$ cat src/rtl/mem_pkg.sv
// mem_pkg: shared definitions for the RAM arbiter.
//   AW_DEF / DW_DEF : default address and data widths of the shared 64K x 16 RAM
//   owner_e         : which port owns the RAM in a given cycle. OWN_NONE doubles
//                     as the arbiter's IDLE state (no grant last cycle).
package mem_pkg;

  localparam int unsigned AW_DEF = 16;
  localparam int unsigned DW_DEF = 16;

  typedef enum logic [1:0] {
    OWN_NONE = 2'd0,
    OWN_A    = 2'd1,
    OWN_B    = 2'd2
  } owner_e;

endpackage

$ cat src/rtl/rr_arb2.sv
// rr_arb2: two-way round-robin arbiter with a bounded burst lock.
//   clk, rst       : system clock; synchronous active-high reset
//   a_req, b_req   : requests from port A and port B
//   a_gnt, b_gnt   : one-hot (or zero) grant, combinational from req and state
// With both ports requesting, the port that owned the previous cycle keeps the
// RAM until it has had MAX_BURST consecutive grants, then the other port gets it.
// After an idle cycle the contest goes to the port that did not own the RAM last.
// FIXED_PRIO=1 turns this into plain A-over-B priority.
module rr_arb2
  import mem_pkg::*;
#(
  parameter int unsigned MAX_BURST  = 4,
  parameter bit          FIXED_PRIO = 1'b0
) (
  input  logic clk,
  input  logic rst,
  input  logic a_req,
  input  logic b_req,
  output logic a_gnt,
  output logic b_gnt
);

  localparam int unsigned     CW        = $clog2(MAX_BURST + 1);
  localparam logic [CW-1:0]   BURST_MAX = CW'(MAX_BURST);

  owner_e        state_q, state_d;          // owner of the previous cycle (IDLE = OWN_NONE)
  owner_e        last_owner_q, last_owner_d; // most recent non-idle owner
  logic [CW-1:0] burst_cnt_q, burst_cnt_d;
  owner_e        grant;

  // Grant decision.
  always_comb begin
    // NOTE: every variable assigned in always_comb gets a default first so no
    // path leaves it unassigned, which would infer a latch.
    grant = OWN_NONE;
    if (rst) begin
      grant = OWN_NONE;
    end else if (FIXED_PRIO != 1'b0) begin
      if (a_req)      grant = OWN_A;
      else if (b_req) grant = OWN_B;
    end else if (a_req && b_req) begin
      if (state_q == OWN_NONE) begin
        // Nobody streaming: hand the contest to the port that did not go last.
        grant = (last_owner_q == OWN_A) ? OWN_B : OWN_A;
      end else if (burst_cnt_q < BURST_MAX) begin
        grant = state_q;
      end else begin
        grant = (state_q == OWN_A) ? OWN_B : OWN_A;
      end
    end else if (a_req) begin
      grant = OWN_A;
    end else if (b_req) begin
      grant = OWN_B;
    end
  end

  assign a_gnt = (grant == OWN_A);
  assign b_gnt = (grant == OWN_B);

  // Next-state: state follows the grant every cycle.
  always_comb begin
    state_d      = grant;
    last_owner_d = (grant == OWN_NONE) ? last_owner_q : grant;
    burst_cnt_d  = '0;
    if ((FIXED_PRIO == 1'b0) && (grant != OWN_NONE)) begin
      if (grant == state_q) begin
        // Repeat grant: count up, saturating so a long solo stream can still
        // be interrupted the moment the other port asks.
        burst_cnt_d = (burst_cnt_q == BURST_MAX) ? BURST_MAX : burst_cnt_q + 1'b1;
      end else begin
        // Owner switch or first grant after idle starts a new burst.
        burst_cnt_d = CW'(1);
      end
    end
  end

  // NOTE: sequential state uses non-blocking assignments so every flop samples
  // the pre-edge value of the others, independent of statement order.
  always_ff @(posedge clk) begin
    if (rst) begin
      state_q      <= OWN_NONE;
      last_owner_q <= OWN_B;     // so A wins the first contest after reset
      burst_cnt_q  <= '0;
    end else begin
      state_q      <= state_d;
      last_owner_q <= last_owner_d;
      burst_cnt_q  <= burst_cnt_d;
    end
  end

endmodule

$ cat src/rtl/mem_arbiter.sv
// mem_arbiter: shares one single-port synchronous RAM between port A (CPU)
// and port B (loader / DMA). One access per cycle; read data comes straight
// from the RAM's registered dout one cycle after the grant.
//   clk, rst                              : clock; synchronous active-high reset
//   a_req/a_we/a_addr/a_wdata             : port A request, held until a_gnt
//   a_gnt                                 : port A access issued to RAM this cycle
//   a_rvalid                              : port A read data valid on rdata
//   b_*                                   : same for port B
//   rdata                                 : RAM dout passthrough
//   ram_addr/ram_din/ram_we               : to RAM
//   ram_dout                              : from RAM
module mem_arbiter
  import mem_pkg::*;
#(
  parameter int unsigned AW         = AW_DEF,
  parameter int unsigned DW         = DW_DEF,
  parameter int unsigned MAX_BURST  = 4,
  parameter bit          FIXED_PRIO = 1'b0
) (
  input  logic          clk,
  input  logic          rst,
  input  logic          a_req,
  input  logic          a_we,
  input  logic [AW-1:0] a_addr,
  input  logic [DW-1:0] a_wdata,
  output logic          a_gnt,
  output logic          a_rvalid,
  input  logic          b_req,
  input  logic          b_we,
  input  logic [AW-1:0] b_addr,
  input  logic [DW-1:0] b_wdata,
  output logic          b_gnt,
  output logic          b_rvalid,
  output logic [DW-1:0] rdata,
  output logic [AW-1:0] ram_addr,
  output logic [DW-1:0] ram_din,
  output logic          ram_we,
  input  logic [DW-1:0] ram_dout
);

  logic [AW-1:0] last_addr_q, last_addr_d;
  logic          a_rvalid_q, a_rvalid_d;
  logic          b_rvalid_q, b_rvalid_d;

  rr_arb2 #(
    .MAX_BURST (MAX_BURST),
    .FIXED_PRIO(FIXED_PRIO)
  ) u_arb (
    .clk  (clk),
    .rst  (rst),
    .a_req(a_req),
    .b_req(b_req),
    .a_gnt(a_gnt),
    .b_gnt(b_gnt)
  );

  // RAM-side mux. Grants are already forced low during reset, so a write
  // presented in the reset cycle never reaches the RAM.
  always_comb begin
    ram_addr = last_addr_q;   // idle: hold the last issued address
    ram_din  = '0;
    ram_we   = 1'b0;
    if (a_gnt) begin
      ram_addr = a_addr;
      ram_din  = a_wdata;
      ram_we   = a_we;
    end else if (b_gnt) begin
      ram_addr = b_addr;
      ram_din  = b_wdata;
      ram_we   = b_we;
    end
    last_addr_d = ram_addr;
    a_rvalid_d  = a_gnt && !a_we;
    b_rvalid_d  = b_gnt && !b_we;
  end

  always_ff @(posedge clk) begin
    if (rst) begin
      last_addr_q <= '0;
      a_rvalid_q  <= 1'b0;
      b_rvalid_q  <= 1'b0;
    end else begin
      last_addr_q <= last_addr_d;
      a_rvalid_q  <= a_rvalid_d;
      b_rvalid_q  <= b_rvalid_d;
    end
  end

  // A read granted the cycle before reset must not report valid while reset
  // is asserted, so the registered valids are also gated by rst.
  assign a_rvalid = a_rvalid_q && !rst;
  assign b_rvalid = b_rvalid_q && !rst;
  assign rdata    = ram_dout;

endmodule

$ cat config.mk
export PLATFORM = sky130hd
export DESIGN_NAME = mem_arbiter
export DESIGN_NICKNAME = d
export VERILOG_FILES = /design/src/rtl/mem_pkg.sv /design/src/rtl/rr_arb2.sv /design/src/rtl/mem_arbiter.sv
export SDC_FILE = /design/constraint.sdc
export NUM_CORES = 1
export LEC_CHECK = 0
export ABC_AREA = 1
export BUFFER_PORTS_ARGS = -buffer_cell sky130_fd_sc_hd__buf_4
export CORE_MARGIN = 2
export CORE_UTILIZATION = 35
export DETAILED_ROUTE_END_ITERATION = 7
export PLACE_DENSITY = 0.86
export SLEW_MARGIN = 20
export SYNTH_ARGS = -nofsm -noshare
export SYNTH_HDL_FRONTEND = slang
export SYNTH_SLANG_ARGS = --single-unit
$ cat constraint.sdc
create_clock -name clk -period 1.7 [get_ports clk]
set_input_delay 0.34 -clock clk [delete_from_list [all_inputs] [get_ports clk]]
set_output_delay 0.34 -clock clk [all_outputs]
set_load 0.05 [all_outputs]
==> run metrics <==
status=finished, violations left; failing checks=setup timing; Non-Filler Instances=420; Final WS setup=-511 ps; Avg WL per Cell=about 13 um; Root Buffer=clkbuf_8; Compound-Gate Fraction of Synth Area=10.7%; combinational share of power=56.3%; worst slew margin relative to its limit=a little over four fifths; initial antenna violation count=0; vias in the first global route=1894; Die ar.=5480 um2; crit end category=output pin; count of boundary I/O pins=~140; Ys Warns=0; Antenna Nets Post-Route=0; Int Pwr=0.00136 W; Initial DRC Count=39; XOR/XNOR share of the synthesized area=0%; Hold Vio Cnt, Final=0; synthesis-to-layout area growth=84.9%; register area share after synthesis=29.2%; CTS clk-pin slew, worst paths=about 90 ps; post-synth cell types=28; CP startpoint kind=register; FILL cells=401; most frequent cells in the layout=buf_4 (97), nand2_1 (32), buf_6 (31); Overflow after GRT=0; CTS Hold Bufs=0; cts bufs inserted=3; Cell Chain, Critical Path=inv_2, nor2_2, nor2_2, nand2_4, nand2_8, nand2_8, nand2_8, or2_1, nand2_2, clkinvlp_4, buf_8; setup TNS=-16320 ps; largest family of logic cells by synthesized area=simple AND/OR/NAND/NOR gates; Post-Synth Adder-Cell Area=under 10%; PortBufs=106; crit-path max FO=6; Initial DRT Pass Iterations=4; Core Area=4720 um2; worst endpoint data arrival time=1870 ps; Slew @ Worst Pin=231 ps; Final Setup Violations=35; post-synth top area share=29.2%; Row Count=25; # DRC=0; Tcrit/Tclk final=130%; leakage power=1.54 nW; DR vias=2044; GP Congestion=0.800; hpwl dp=3650 um; Hold Slack=~230 ps; post-synthesis cell count=236; share of post-route cells with drive strength above 1=60.3%; Via density=slightly below 5; Peak Freq=roughly 0.45 GHz; Switch Pwr=0.000958 W; Skew-Pair Late Insertion Delay=270 ps; PwrDens=around 730 nW/um2; final worst path period need=2210 ps; Worst Hold Class=in -> reg; Total GRT Usage=19.2%; final net count=442; post-synthesis simple-gate area fraction=39.7%; largest net degree at the start of global routing=20; Bufs on Longest Clock Path=2; final slew viol count=0; drt total wl=5500 um; RSZ-0062 raised after global routing=true; ant diodes=0; CTS Sinks=25; Synth Area per Inst=7.27 um2; Net Sw Frac=a little over 40%; Initial Util=36.3%; Die Span Y=74.0 um; H-tree levels=1; Mapped Nets=324; Die X=between 70 and 80 um; CP Class=reg -> out; Fin Clk Skew=4.79 ps; cell repeated most along the worst path=nand2_8; placed insts=between 400 and 500; clock group share of total power=15.4%; main area contributors after synthesis=dfxtp_1 (29%), nand2_1 (9.8%), a22o_1 (8.7%); commonest non-fill, non-tap cell in the layout=buf_4; Synth Register Bits=25; max-cap violation count=0; sequential share of power=28.3%; peak supply drop=between 0.0004 and 0.0005 V; leading area contributor after synthesis=dfxtp_1; first-pass GRT wire length=8290 um; post-synthesis mux area share=0%; Crit path required time=1360 ps; Mapped Area=1720 um2; critical path's slowest cell=dfxtp_2; CTS tree=built; crit-path max cell delay=370 ps
[power by group through the flow]
stage / registers [W] / logic, W / clock network (W)
2_1_floorplan: 0.000665 / 0.000833 / 0
3_3_place_gp: 0.000667 / 0.00109 / 0
3_5_place_dp: 0.000670 / 0.00110 / 0
4_1_cts: 0.000657 / 0.00126 / 0.000365
5_1_grt: 0.000662 / 0.00138 / 0.000397
6_report: 0.000656 / 0.00130 / 0.000357
[metal layers]
layer | vias up | global-route usage [%] | wire, um
li1 | 997 | - | -
met1 | 951 | 20.0 | 2060
met2 | 90 | 38.5 | 2890
met3 | 6 | 4.07 | 496
met4 | 0 | 4.65 | 44
met5 | - | 0 | 0
[per-stage QoR]
| stage | total power, W | area, um2 | setup WS (ps) | util, % |
|---|---|---|---|---|
| finish | 0.00232 | 3170 | -511 | 67.2 |
| global route | 0.00244 | 3170 | -606 | 67.2 |
| CTS | 0.00228 | 3090 | -536 | 65.4 |
| detailed placement | 0.00177 | 2710 | -357 | 57.4 |
| global placement | 0.00176 | 2710 | -326 | 57.4 |
| floorplan | 0.00150 | 1880 | -215 | - |
[area by class of cell]
type                            instances  area (um2)  share of cell area [%]
Tap cell                               67        83.8                    2.64
Clock buffer                            3        41.3                    1.30
Sequential cell                        25         507                    16.0
Inverter                               27         143                    4.49
Multi-Input combinational cell        161        1170                    36.9
Timing Repair Buffer                  136        1220                    38.5
Clock inverter                          1        7.51                   0.237
[worst paths after layout]
kind,start,end,slack [ps],depth (start not counted)
setup / recovery,u_arb.state_q[0],ram_addr[8],-510,11
hold / removal,a_we,a_rvalid_q,230,2
setup reg to reg,u_arb.state_q[0],last_addr_q[15],90,12
hold reg to reg,u_arb.last_owner_q[1],u_arb.last_owner_q[1],510,2
[Yosys cell counts, drive strengths merged]
library cell and n:
or2 16, buf 27, ha 2, dfxtp 25
a22o 17, inv 27, nor2 27, nand4 17
nand3b 1, nand2 50, clkbuf 2, o21ai 3
nand3 19, o31ai 1, a21oi 1, a21boi 1
[registers in the layout (all words and copies together) (netlist names)]
signal / flops
last_addr_q: 16
u_arb.burst_cnt_q: 3
u_arb.last_owner_q: 2
u_arb.state_q: 2
a_rvalid_q: 1
b_rvalid_q: 1
[critical path, delay by kind of cell (launching register included)]
kind,cells,cell delay [ps]
buffers and inverters,3,280
flip-flops,1,370
AND/OR/NAND/NOR,8,940
[timing repair]
action                     4_1_cts  5_1_grt
gates resized for setup         58       22
buffers inserted                 4        1
gates cloned                     4        2
setup endpoints to repair       37       47
pin swaps                       12        8
[logic make-up (layout without fill, tap and decap cells)]
kind of cell	after synthesis	count (layout)
AOI/OAI and AO/OA	23	23
adders and majority gates	2	2
DFF	25	25
and+or+nand+nor	130	136
buffers and inverters	56	167
Power figures use the tool's default switching activity.
